`src/rtl/axi_lite_read_arbiter_pkg.sv`:
```
// Shared definitions for the two-master AXI-Lite read arbiter.
//   - bus widths used as parameter defaults
//   - FSM state encoding (also exported on the debug port)
//   - AXI response codes and arbitration mode selectors
package axi_lite_read_arbiter_pkg;

  localparam int ADDR_BUS = 64;
  localparam int DATA_BUS = 64;

  localparam int ARB_RR    = 0;  // round-robin between M0/M1
  localparam int ARB_FIXED = 1;  // M0 always wins a tie

  localparam logic [2:0] RESP_OKAY   = 3'b000;
  localparam logic [2:0] RESP_SLVERR = 3'b010;

  typedef enum logic [1:0] {
    ARB_IDLE = 2'd0,  // waiting for a master request
    ARB_ADDR = 2'd1,  // presenting the captured address to the slave
    ARB_DATA = 2'd2   // waiting for the slave R beat to reach the granted master
  } arb_state_e;

endpackage

```
`src/rtl/axi_lite_read_arbiter_pick.sv`:
```
// Combinational 2-way winner select.
// Ports:
//   req0, req1 : ARVALID of master 0 / master 1
//   rr_ptr     : round-robin pointer (0 = M0 favoured, 1 = M1 favoured)
//   any        : at least one master is requesting
//   win1       : 1 when master 1 wins, 0 when master 0 wins (meaningful only with any)
// The pointer register itself lives in the parent.
module axi_lite_read_arbiter_pick
  import axi_lite_read_arbiter_pkg::*;
#(
  parameter int ARB_MODE = ARB_RR
) (
  input  logic req0,
  input  logic req1,
  input  logic rr_ptr,
  output logic any,
  output logic win1
);

  always_comb begin
    any  = req0 | req1;
    win1 = 1'b0;
    if (req0 && req1) begin
      // Contention: fixed mode always favours M0, round-robin follows the pointer.
      win1 = (ARB_MODE == ARB_FIXED) ? 1'b0 : rr_ptr;
    end else begin
      win1 = req1;
    end
  end

endmodule

```
`src/rtl/axi_lite_read_arbiter.sv`:
```
// Shares one AXI-Lite read slave between two AXI-Lite read masters
// (M0 = instruction fetch, M1 = load/store). Only one read is in flight:
// the grant is held from AR acceptance until the R handshake.
//
// Handshake rule on every channel: a transfer happens on the rising edge
// where VALID and READY are both 1; VALID is never withdrawn before that
// edge and its payload is held stable while VALID is high.
//
// Ports:
//   ACLK, ARESETn        clock (rising edge), asynchronous active-low reset
//   M0_* / M1_*          master-side AR and R channels
//   S_*                  slave-side AR and R channels (S_ARADDR/S_ARPROT registered)
//   dbg_state            current FSM state, for observation only
module axi_lite_read_arbiter
  import axi_lite_read_arbiter_pkg::*;
#(
  parameter int ADDR_W   = ADDR_BUS,
  parameter int DATA_W   = DATA_BUS,
  parameter int ARB_MODE = ARB_RR
) (
  input  logic              ACLK,
  input  logic              ARESETn,
  // master 0
  input  logic              M0_ARVALID,
  input  logic [ADDR_W-1:0] M0_ARADDR,
  input  logic [2:0]        M0_ARPROT,
  output logic              M0_ARREADY,
  output logic              M0_RVALID,
  output logic [DATA_W-1:0] M0_RDATA,
  output logic [2:0]        M0_RRESP,
  input  logic              M0_RREADY,
  // master 1
  input  logic              M1_ARVALID,
  input  logic [ADDR_W-1:0] M1_ARADDR,
  input  logic [2:0]        M1_ARPROT,
  output logic              M1_ARREADY,
  output logic              M1_RVALID,
  output logic [DATA_W-1:0] M1_RDATA,
  output logic [2:0]        M1_RRESP,
  input  logic              M1_RREADY,
  // slave
  output logic              S_ARVALID,
  output logic [ADDR_W-1:0] S_ARADDR,
  output logic [2:0]        S_ARPROT,
  input  logic              S_ARREADY,
  input  logic              S_RVALID,
  input  logic [DATA_W-1:0] S_RDATA,
  input  logic [2:0]        S_RRESP,
  output logic              S_RREADY,
  // observation
  output arb_state_e        dbg_state
);

  arb_state_e        state_q, state_d;
  logic              grant_q;   // 1 = M1 owns the slave; only meaningful outside IDLE
  logic              rr_ptr_q;  // 0 = M0 favoured on the next tie
  logic [ADDR_W-1:0] addr_q;
  logic [2:0]        prot_q;

  logic any_req, win1;
  logic accept;      // AR accepted from a master this cycle
  logic gnt_rready;
  logic r_done;      // R handshake between slave and granted master

  axi_lite_read_arbiter_pick #(
    .ARB_MODE (ARB_MODE)
  ) u_pick (
    .req0   (M0_ARVALID),
    .req1   (M1_ARVALID),
    .rr_ptr (rr_ptr_q),
    .any    (any_req),
    .win1   (win1)
  );

  assign gnt_rready = grant_q ? M1_RREADY : M0_RREADY;

  // Next-state logic
  always_comb begin
    state_d = state_q;
    accept  = 1'b0;
    r_done  = 1'b0;
    case (state_q)
      ARB_IDLE: begin
        if (any_req) begin
          accept  = 1'b1;
          state_d = ARB_ADDR;
        end
      end
      ARB_ADDR: begin
        if (S_ARREADY) state_d = ARB_DATA;
      end
      ARB_DATA: begin
        if (S_RVALID && gnt_rready) begin
          r_done  = 1'b1;
          state_d = ARB_IDLE;
        end
      end
      default: state_d = ARB_IDLE;
    endcase
  end

  always_ff @(posedge ACLK or negedge ARESETn) begin
    if (!ARESETn) state_q <= ARB_IDLE;
    else          state_q <= state_d;
  end

  // Grant, pointer and AR capture registers
  always_ff @(posedge ACLK or negedge ARESETn) begin
    if (!ARESETn) begin
      grant_q  <= 1'b0;
      rr_ptr_q <= 1'b0;
      addr_q   <= '0;
      prot_q   <= '0;
    end else begin
      if (accept) begin
        grant_q  <= win1;
        addr_q   <= win1 ? M1_ARADDR : M0_ARADDR;
        prot_q   <= win1 ? M1_ARPROT : M0_ARPROT;
        // Pointer moves past the winner at acceptance; the value it would
        // take at the R handshake is the same, so contended and single
        // wins behave identically.
        rr_ptr_q <= ~win1;
      end
      if (r_done) begin
        grant_q  <= 1'b0;
        rr_ptr_q <= ~grant_q;
      end
    end
  end

  // ARREADY is combinational from the request; gating with the reset pin
  // keeps it low while reset is asserted even if a master is requesting.
  assign M0_ARREADY = ARESETn & accept & ~win1;
  assign M1_ARREADY = ARESETn & accept &  win1;

  assign S_ARVALID = (state_q == ARB_ADDR);
  assign S_ARADDR  = addr_q;
  assign S_ARPROT  = prot_q;
  assign S_RREADY  = (state_q == ARB_DATA) & gnt_rready;

  // R routing: only the granted master sees the slave; the other reads zeros.
  logic route0, route1;
  assign route0 = (state_q == ARB_DATA) & ~grant_q;
  assign route1 = (state_q == ARB_DATA) &  grant_q;

  assign M0_RVALID = route0 & S_RVALID;
  assign M0_RDATA  = route0 ? S_RDATA : '0;
  assign M0_RRESP  = route0 ? S_RRESP : 3'b000;
  assign M1_RVALID = route1 & S_RVALID;
  assign M1_RDATA  = route1 ? S_RDATA : '0;
  assign M1_RRESP  = route1 ? S_RRESP : 3'b000;

  assign dbg_state = state_q;

endmodule

```
`config.mk`:
```
export PLATFORM = sky130hd
export DESIGN_NAME = axi_lite_read_arbiter
export DESIGN_NICKNAME = d
export VERILOG_FILES = /design/src/rtl/axi_lite_read_arbiter_pkg.sv /design/src/rtl/axi_lite_read_arbiter_pick.sv /design/src/rtl/axi_lite_read_arbiter.sv
export SDC_FILE = /design/constraint.sdc
export NUM_CORES = 1
export LEC_CHECK = 0
export CAP_MARGIN = 25
export CORE_AREA = 3 3 162 164
export DETAILED_ROUTE_END_ITERATION = 6
export DIE_AREA = 0 0 165 167
export GPL_ROUTABILITY_DRIVEN = 0
export SYNTH_ARGS = -nofsm -noshare
export SYNTH_HDL_FRONTEND = slang
export SYNTH_SLANG_ARGS = --single-unit
export TNS_END_PERCENT = 5
```
`constraint.sdc`:
```
create_clock -name ACLK -period 7.7 [get_ports ACLK]
set_clock_uncertainty 0.15 [all_clocks]
set_input_delay 2.31 -clock ACLK [delete_from_list [all_inputs] [get_ports ACLK]]
set_output_delay 2.31 -clock ACLK [all_outputs]
set_load 0.005 [all_outputs]
```
# Word-level counts from Yosys, hierarchy flattened
# Cells that the tools add are included.
# classes
n_shift	0
multipliers	0
div	0
n_reduce_logical	5
add_sub_neg	0
order_cmp	0
bitwise	11
eq_ne	5
muxes	20
# op_table
op	count
64-bit two-way mux	3
1-bit two-way mux	10
3-bit two-way mux	3
1-bit AND	8
2-bit two-way mux	3
2-bit case mux with 3 select lines	1
2-bit != test, second input constant	2
3-bit AND reduction	1
2-bit by 1-bit equality test with 1-bit output, second input constant	1
2-bit equality test, second input constant	1
1-bit logical AND	2
2-bit logical NOT	1
2-bit by 1-bit != test with 1-bit output, second input constant	1
1-bit inverter	2
2-bit nonzero test	1
1-bit bitwise OR	1
# totals
word_cells	46
n_memories	0
latch_bits	0
ramBits	0
reg_bits	71
in_bits	209
romBits	0

# Logic depth before layout (Yosys ltp)
# Gate-level depths: netlist (run 1).
# depth
ltp_word	5
ltp_mapped	8

# By module
# A second synthesis (run 1) with hierarchy kept.
# unflattened
cells_unflattened	476
area_unflattened_um2	4260.3
# by_module_without_submodules
module	instances	area_per_inst_um2	cells_per_inst
axi_lite_read_arbiter	1	4242.8	473
axi_lite_read_arbiter_pick	1	17.5	3

# Worst setup path after synthesis (run 1)
# OpenSTA, ideal clock, no wires.
# synth_path
path_type	in2out
from	input port M1_ARVALID
to	output port M0_ARREADY
slack_ns	1.926
cell_stages	7
t_required_ns	5.240
arrival_ns	3.314
path_cell_list	buf_2 > or2_1 > buf_2 > and2_1 > buf_6 > buf_6 > o211a_1
# synth_between
elab_chain_cells	5
word_cells_on_any_way	8
cone_classes	3 x mux; 4 x bitwise; 1 x reduce/logical
# synth_lines
element	line	text
start: declaration	axi_lite_read_arbiter.sv:33	input logic M1_ARVALID,
1-bit bitwise OR	axi_lite_read_arbiter_pick.sv:21	any = req0 | req1;
1-bit two-way mux	axi_lite_read_arbiter.sv:84	if (any_req) begin
1-bit two-way mux	axi_lite_read_arbiter.sv:82	case (state_q)
1-bit AND	axi_lite_read_arbiter.sv:133	assign M0_ARREADY = ARESETn & accept & ~win1;
1-bit AND *	axi_lite_read_arbiter.sv:133	
end: declaration	axi_lite_read_arbiter.sv:27	output logic M0_ARREADY,
# Every way passes the cells marked *; elsewhere a longest branch is shown, timed or not.

# Worst setup path after layout (run 1)
# layout_path
from	input port M0_ARVALID
to	output port M0_ARREADY
# layout_between
elab_chain_cells	5
word_cells_on_any_way	8
cone_classes	3 x mux; 4 x bitwise; 1 x reduce/logical
# layout_lines
element	line	text
start: declaration	axi_lite_read_arbiter.sv:24	input logic M0_ARVALID,
1-bit bitwise OR	axi_lite_read_arbiter_pick.sv:21	
1-bit two-way mux	axi_lite_read_arbiter.sv:84	
1-bit two-way mux	axi_lite_read_arbiter.sv:82	
1-bit AND	axi_lite_read_arbiter.sv:133	
1-bit AND *	axi_lite_read_arbiter.sv:133	
# Marks and branches as above.

==> flow_summary.toml, run 1 <==
[status]
status = "completed"

[grt]
grt_first_pass_wirelength_um = 36100
grt_max_degree = 103
initial_antenna_violation_count = 4
grtUsageTotal_pct = 16.9
globalRoute.totalOverflow = 0
first_global_vias = 5869

[yosys]
async_reset_ff_share_pct = 100
synth_most_common_cell = "and2_1"
synth.distinct_cells = 25
synth-edff-count = 0
post_synth_most_frequent_cells = "and2_1 (137), dfrtp_1 (71), a21oi_1 (69), o21ai_0 (68)"
syn-cell-area_um2 = 4660
yosysSeqAreaShare_pct = 38.1
syn_inst = 568
synth.ff_latch_count = 71
synth_warnings = 0
synthesis.nets = 777
ys_dominant_reg_cell = "dfrtp_1"
netlist_top_cells_area = "dfrtp_1 (38%), and2_1 (18%), nand3b_1 (11%), a31oi_1 (9.0%), a21oi_1 (7.4%)"
post_synth_top_area_share_pct = 38.1
synthesized_area_per_cell_um2 = 8.20
yosys.area.top_type = "dfrtp_1"

[cells_and_area]
final.fill_count = 2571
area_delta_synth_final_pct = 101
finish.utilization_pct = 37.3
drive_above_1_share_pct = 3.71
final_area_um2 = 9350
finish.net_count = 1147

[cts]
max-clock-path-buffers = 2
insertion_delay_ps = 330
root_buffer = "clkbuf_16"
path_clk_slew_ps = 60
tritoncts = "done"
cts_made_buffers = 9
post_cts_resize_count = 0
cts.hold.buffers_added = 0
cts.sinks = 71
htreeDepth = 3
cts.repair_timing.setup_buffer_count = 0

[timing]
timing.final.max_slew_violations = 0
post_route_worst_setup_slack_ps = 1130
timing_hold_violations_final = 0
fin_crit_sh_pct = 85.3
rsz0062_at_grt = "no"
post_layout_minimum_cycle_time_ps = 6570
achievable-frequency_mhz = 152
tightest_slew_ps = 868
worst_slew_margin_rel_pct = 42.1
totalNegativeSetupSlack_ps = 0
final-setup-viol-count = 0

[run]
cap_viol_max_count = 0

[die]
floorplan.initialDensity_pct = 18.6
die_width_um = 165
vertical_die_dimension_um = 167
num_io_pins = 418
placeableCoreArea_um2 = 25000
rows = 58
fp.dieArea_um2 = 27600

[critical_path]
timing_worst_setup_path_type = "primary input to output pin"
worstSetupEndpointType = "output pin"
rr_endpoint = "S_ARADDR[0]$_DFFE_PN0P_"
worst-endpoint-required_ps = 5240
critical_path_peak_fanout = 36
worstRegToRegCells = 4
crit_start = "M0_ARVALID"
startpoint_type = "primary input"
worst_reg2reg_path_startpoint = "rr_ptr_q$_DFFE_PN0P_"
worstSetupEndpoint = "M0_ARREADY"
worst-endpoint-arrival_ps = 4110
ff2ff_setup_slack_ps = 5150

[placement]
final_hpwl_dp_um = 17900
placed_area_um2 = 9070
io_buffer_count = 417
place_ws_ps = 1100

[drt]
finalWirelength_um = 24300
viasPerCell = 4.45
drt_iter0_drc = 382
antenna_violating_nets_post_route = 0
drt-pass1-iter-count = 4
routed_wire_length_per_instance_um = 19.0
post-route-drc-count = 0
vias = 5673

[worst_hold_path]
worstHoldPathCells = 2
hold_class = "register to register"

[power_and_ir_drop]
max-vdd-ir-drop_uv = 174
power.static_leakage_nw = 3.42
power_per_cell_area_nw_per_um2 = 266
routing by layer:
layer | wire [µm] | global-route usage (%)
met5 | 28 | 0
met2 | 11600 | 27.7
met3 | 1990 | 5.60
met4 | 499 | 4.81
met1 | 10100 | 21.0
worst max-delay path, cell delays in order:
cell,delay (ps)
clkdlybuf4s50_1,510
nor2b_4,550
o211a_1,220
clkdlybuf4s50_1,520
stage by stage:
step,std cells,total power [mW],hold slack [ps]
floorplan,568,1.24,388
global placement,1256,2.10,381
detailed placement,1257,2.11,389
CTS,1273,2.53,405
global route,1273,2.67,422
finish,1275,2.48,399
cell usage in the layout (no fill, tap or decap):
cell type	netlist	final
buf_2	4	1
buf_4	0	9
nor4_1	1	1
dfrtp_1	71	71
and2_2	0	1
clkdlybuf4s50_1	0	415
and2_1	137	136
clkbuf_16	0	9
inv_2	0	1
clkinv_4	0	1
nand3b_1	67	67
nor2b_4	0	1
diode_2	0	2
mux2i_1	1	1
or2_2	0	1
a2bb2oi_1	1	1
buf_12	0	1
a21oi_1	69	69
o211a_1	1	1
and4b_1	1	1
nand2b_1	1	1
or4b_2	1	1
clkinvlp_4	0	2
nor2_4	0	3
a31oi_1	67	67
inv_1	3	2
a21o_1	1	1
inv_6	0	1
nor2_1	4	1
nor3b_1	1	1
nand2_1	1	1
clkinv_2	0	3
o21ai_0	68	68
nor2b_1	3	2
o31ai_1	1	1
report_power, final:
part | internal, mW | switching (mW)
Clock | 0.218 | 0.175
Combinational | 0.795 | 0.618
Sequential | 0.565 | 0.112
Total | 1.58 | 0.904
sequential cells by signal (all words and copies together) (netlist names):
register	count
S_ARADDR	64
S_ARPROT	3
dbg_state	2
grant_q	1
rr_ptr_q	1
worst min path at each step:
stage | to | start
2_1_floorplan | S_ARADDR[20]$_DFFE_PN0P_ | S_ARADDR[20]$_DFFE_PN0P_
3_3_place_gp | S_ARADDR[18]$_DFFE_PN0P_ | S_ARADDR[18]$_DFFE_PN0P_
3_5_place_dp | S_ARADDR[36]$_DFFE_PN0P_ | S_ARADDR[36]$_DFFE_PN0P_
4_1_cts | S_ARADDR[36]$_DFFE_PN0P_ | S_ARADDR[36]$_DFFE_PN0P_
5_1_grt | S_ARADDR[42]$_DFFE_PN0P_ | S_ARADDR[42]$_DFFE_PN0P_
6_report | S_ARADDR[36]$_DFFE_PN0P_ | S_ARADDR[36]$_DFFE_PN0P_
cells by family (layout without fill, tap and decap cells):
kind of cell | count (synthesis) | in the layout | synth area share (%)
flip-flops | 71 | 71 | 38.1
other | 0 | 2 | 0
AND/OR/NAND/NOR | 218 | 218 | 31.0
buffers and inverters | 70 | 445 | 6.23
AO/OA/AOI/OAI | 208 | 208 | 24.4
multiplexers | 1 | 1 | 0.215
layout make-up:
class                           instances  area, µm²  area share, %
Tap cell                              330        413           4.42
Sequential cell                        71       1780           19.0
Clock buffer                            9        225           2.41
Clock inverter                          7       47.5          0.509
Timing Repair Buffer                  426       4250           45.4
Inverter                                3       11.3          0.120
Multi-Input combinational cell        427       2620           28.1
Antenna cell                            2       5.00         0.0535
Note: power is estimated with default switching activity, not from simulation.
==> run 2, diff against run 1 <==
GPL_ROUTABILITY_DRIVEN = 1   (was 0)
clock period = 6.9 ns   (was 7.7 ns; I/O delays follow)
==> run 2 against run 1 <==
  * Critical path type unchanged
  * Utilization grew 0.13 points
  * Register-to-register slack lost 840 ps
  * Non-clock buffer count grew 2
  * Largest cell class unchanged
  * Sequential cell count is the same
  * Combinational power grew 12%
==> flow_summary.toml, run 2 (synthesized netlist as in run 1, its figures left out) <==
[placement]
final_hpwl_dp_um = 18100
io_buffer_count = 417
placed_cells = 1259
placed_area_um2 = 9090
gp_congestion = 0.800

[drt]
post-route-drc-count = 0
viasPerCell = 4.50
antenna_violating_nets_post_route = 0
routed_wire_length_per_instance_um = 19.2
drt-pass1-iter-count = 4
drt_iter0_drc = 357
finalWirelength_um = 24400
vias = 5730

[power_and_ir_drop]
power.static_leakage_nw = 3.44
max-vdd-ir-drop_uv = 133
finalPower_mw = 2.82
power_per_cell_area_nw_per_um2 = 300

[grt]
globalRoute.totalOverflow = 0
initial_antenna_violation_count = 3
grt_first_pass_wirelength_um = 36100
first_global_vias = 5778
grtUsageTotal_pct = 17.0
grt_max_degree = 99

[cts]
cts.repair_timing.setup_buffer_count = 0
cts_made_buffers = 9
path_clk_slew_ps = 60
htreeDepth = 3
post_cts_resize_count = 0
root_buffer = "clkbuf_16"
tritoncts = "done"
max-clock-path-buffers = 2
cts.hold.buffers_added = 0
cts.sinks = 71
insertion_delay_ps = 330

[die]
floorplan.initialDensity_pct = 18.6
num_io_pins = 418
placeableCoreArea_um2 = 25000
die_width_um = 165
fp.dieArea_um2 = 27600
vertical_die_dimension_um = 167
rows = 58

[run]
cap_viol_max_count = 0

[cells_and_area]
finish.net_count = 1149
final.fill_count = 2585
final_area_um2 = 9380
post_layout_nonfiller_instances = 1274
largest_reg_flops = 64
layout.cells.most_common = "clkdlybuf4s50_1"
most-common-layout-cells = "clkdlybuf4s50_1 (415), and2_1 (136), dfrtp_1 (71)"
area_delta_synth_final_pct = 101
drive_above_1_share_pct = 3.81
antenna-diode-count = 0

[critical_path]
timing_worst_setup_path_type = "primary input to output pin"
worst-endpoint-required_ps = 4680
startpoint_type = "primary input"
worstRegToRegCells = 4
worst-endpoint-arrival_ps = 3630
worstSetupEndpointType = "output pin"
critical_path_peak_fanout = 2

[worst_hold_path]
hold_class = "register to register"
worstHoldPathCells = 2

[timing]
fin_crit_sh_pct = 84.9
timing_hold_violations_final = 0
final-setup-viol-count = 0
totalNegativeSetupSlack_ps = 0
timing.final.max_slew_violations = 0
worst_slew_margin_rel_pct = 44.8
tightest_slew_ps = 828
achievable-frequency_mhz = 171
post_layout_minimum_cycle_time_ps = 5850
rsz0062_at_grt = "no"

[status]
status = "completed"
run 2: report_power, final:
part | total, mW | switching, mW | internal [mW]
clock | 0.477 | 0.189 | 0.288
sequential | 0.756 | 0.126 | 0.631
combinational | 1.58 | 0.694 | 0.889
run 2: path summary, 6_finish.rpt:
check,startpoint,end,slack [ps]
max,M0_ARVALID,M0_ARREADY,1050
min,S_ARADDR[36]$_DFFE_PN0P_,S_ARADDR[36]$_DFFE_PN0P_,400
max reg2reg,dbg_state[0]$_DFFE_PN0P_,S_ARADDR[56]$_DFFE_PN0P_,4310
min reg2reg,S_ARADDR[36]$_DFFE_PN0P_,S_ARADDR[36]$_DFFE_PN0P_,400
max in group asynchronous,ARESETn,S_ARADDR[57]$_DFFE_PN0P_,4110
min in group asynchronous,ARESETn,S_ARADDR[16]$_DFFE_PN0P_,1430
run 2: layout make-up:
type	count	area, µm²	area share, %
Clock buffer	10	239	2.55
Clock inverter	5	56.3	0.600
Inverter	3	11.3	0.120
Multi-Input combinational cell	427	2620	28.0
Sequential cell	71	1780	18.9
Tap cell	330	413	4.40
Timing Repair Buffer	428	4260	45.4
run 2: per-layer routing:
| metal | part of all wire [%] | GRT usage, % |
|---|---|---|
| met3 | 8.9 | 5.77 |
| met5 | 0.090 | 0 |
| met2 | 48 | 28.5 |
| met1 | 41 | 20.8 |
| met4 | 1.8 | 4.23 |
run 2: through the flow:
stage | setup WS [ps] | hold WS, ps | utilization (%)
floorplan | 1610 | 388 | -
global placement | 1020 | 382 | 36.2
detailed placement | 1030 | 389 | 36.3
CTS | 1020 | 404 | 37.5
global route | 1000 | 426 | 37.5
finish | 1050 | 398 | 37.5
run 2: critical path: stages:
cell and delay [ps]:
clkdlybuf4s50_1 450, or2_2 300, and2_2 200, o211a_1 120
clkdlybuf4s50_1 490
==> run 3, diff against run 2 <==
CORE_AREA = 3 3 160 162   (was 3 3 162 164)
DIE_AREA = 0 0 163 165   (was 0 0 165 167)
clock period = 5.05 ns   (was 6.9 ns; I/O delays follow)
==> run 3 against run 2 <==
  * Setup slack got worse by 740 ps
  * Non-clock buffer count increased by 3
  * Power increased by 40%
  * Via count decreased by 0.66%
  * Sequential share of layout area decreased by 0.11 points
  * Highest routed layer unchanged
==> flow_summary.toml, run 3 (synthesized netlist as in run 1, its figures left out) <==
[drt]
antenna_violating_nets_post_route = 0
post-route-drc-count = 0
viasPerCell = 4.47
routed_wire_length_per_instance_um = 19.2
finalWirelength_um = 24400
vias = 5692
drt-pass1-iter-count = 5
drt_iter0_drc = 513

[die]
fp.dieArea_um2 = 26900
placeableCoreArea_um2 = 24200
vertical_die_dimension_um = 165
rows = 57
floorplan.initialDensity_pct = 19.2
num_io_pins = 418
die_width_um = 163

[grt]
first_global_vias = 5545
grt_max_degree = 98
globalRoute.totalOverflow = 0
grt_first_pass_wirelength_um = 35300
initial_antenna_violation_count = 4
grtUsageTotal_pct = 17.0

[cells_and_area]
area_delta_synth_final_pct = 102
drive_above_1_share_pct = 4.11
finish.net_count = 1152
finish.utilization_pct = 38.9
final.fill_count = 2519
most-common-layout-cells = "clkdlybuf4s50_1 (415), and2_1 (136), dfrtp_1 (71)"
layout.cells.most_common = "clkdlybuf4s50_1"
largest_reg_flops = 64

[cts]
cts.hold.buffers_added = 0
tritoncts = "done"
cts.repair_timing.setup_buffer_count = 0
cts.sinks = 71
htreeDepth = 3
path_clk_slew_ps = 60
post_cts_resize_count = 0
max-clock-path-buffers = 2
root_buffer = "clkbuf_16"
insertion_delay_ps = 330
cts_made_buffers = 9

[critical_path]
critical_path_peak_fanout = 2
crit_start = "M0_ARVALID"
startpoint_type = "primary input"
timing_worst_setup_path_type = "primary input to output pin"
worst-endpoint-arrival_ps = 3080
worstSetupEndpointType = "output pin"
worst-endpoint-required_ps = 3390
worst_reg2reg_path_startpoint = "dbg_state[0]$_DFFE_PN0P_"

[power_and_ir_drop]
power_per_cell_area_nw_per_um2 = 419
power.static_leakage_nw = 3.47
cellInternalPower_mw = 2.57
switching_fraction_of_total_power_pct = 35.0
p_seq_share_pct = 26.2
netSwitchingPower_mw = 1.38
power_frac_clock_pct = 19.1
pwr-share-comb_pct = 54.7
max-vdd-ir-drop_uv = 269

[status]
status = "completed"

[timing]
worst_slew_margin_rel_pct = 44.6
rsz0062_at_grt = "no"
final-setup-viol-count = 0
post_layout_minimum_cycle_time_ps = 4740
fin_crit_sh_pct = 93.9
achievable-frequency_mhz = 211
tightest_slew_ps = 831
timing.final.max_slew_violations = 0
totalNegativeSetupSlack_ps = 0
timing_hold_violations_final = 0

[run]
cap_viol_max_count = 0

[placement]
gp_congestion = 0.753
final_hpwl_dp_um = 18100
io_buffer_count = 417

[worst_hold_path]
worst_hold_startpoint = "S_ARADDR[42]$_DFFE_PN0P_"
hold_class = "register to register"
## run 3: changes by cell type in the layout (fill, tap and decap cells not counted), sizes merged
cell / before / now
buf: 13 / 16
bufinv: 1 / 3
clkinv: 2 / 0
diode: 0 / 1
inv: 4 / 5
## run 3: final timing paths
kind,endpoint,slack [ps],depth (start not counted)
worst max-delay path,M0_ARREADY,310,5
worst min-delay path,S_ARADDR[42]$_DFFE_PN0P_,400,2
worst max register to register,S_ARADDR[61]$_DFFE_PN0P_,2870,4
worst min register to register,S_ARADDR[42]$_DFFE_PN0P_,400,2
max in group asynchronous,S_ARADDR[31]$_DFFE_PN0P_,2800,2
min in group asynchronous,S_ARADDR[14]$_DFFE_PN0P_,930,1
## run 3: metal layers
metal  vias to the layer above  track usage [%]  routed length (µm)
li1                       2762                -                   -
met1                      2653             22.2               10100
met2                       245             26.9               11700
met3                        28             5.99                2210
met4                         4             4.15                 379
met5                         -                0                  23
## run 3: cell type report
cell class / count / area, µm² / area share (%)
repair buffers: 431 / 4270 / 45.3
multi-input cells: 427 / 2620 / 27.8
flip-flops and latches: 71 / 1780 / 18.8
well taps: 324 / 405 / 4.30
clock buffers: 10 / 229 / 2.43
clock inverters: 6 / 115 / 1.22
inverters: 3 / 11.3 / 0.119
diodes: 1 / 2.50 / 0.0265
## run 3: power by group through the flow
stage | clock network [mW] | logic, mW | registers (mW)
2_1_floorplan | 0 | 0.850 | 1.04
3_3_place_gp | 0 | 2.19 | 1.03
3_5_place_dp | 0 | 2.19 | 1.04
4_1_cts | 0.784 | 2.19 | 1.04
5_1_grt | 0.809 | 2.36 | 1.08
6_report | 0.756 | 2.16 | 1.03
## run 3: per-stage QoR
step	cell area [µm²]	power [mW]	hold WS (ps)	std cells	setup WS (ps)
2_1_floorplan	4660	1.89	388	568	866
3_3_place_gp	9090	3.22	382	1256	287
3_5_place_dp	9090	3.23	391	1256	282
4_1_cts	9430	4.02	406	1272	278
5_1_grt	9430	4.25	425	1272	260
6_report	9440	3.95	400	1273	308
## run 3: critical path: stages
cell,delay [ps]
clkdlybuf4s50_1,440
or2_2,290
and2_2,200
o211a_1,170
clkdlybuf4s50_1,460
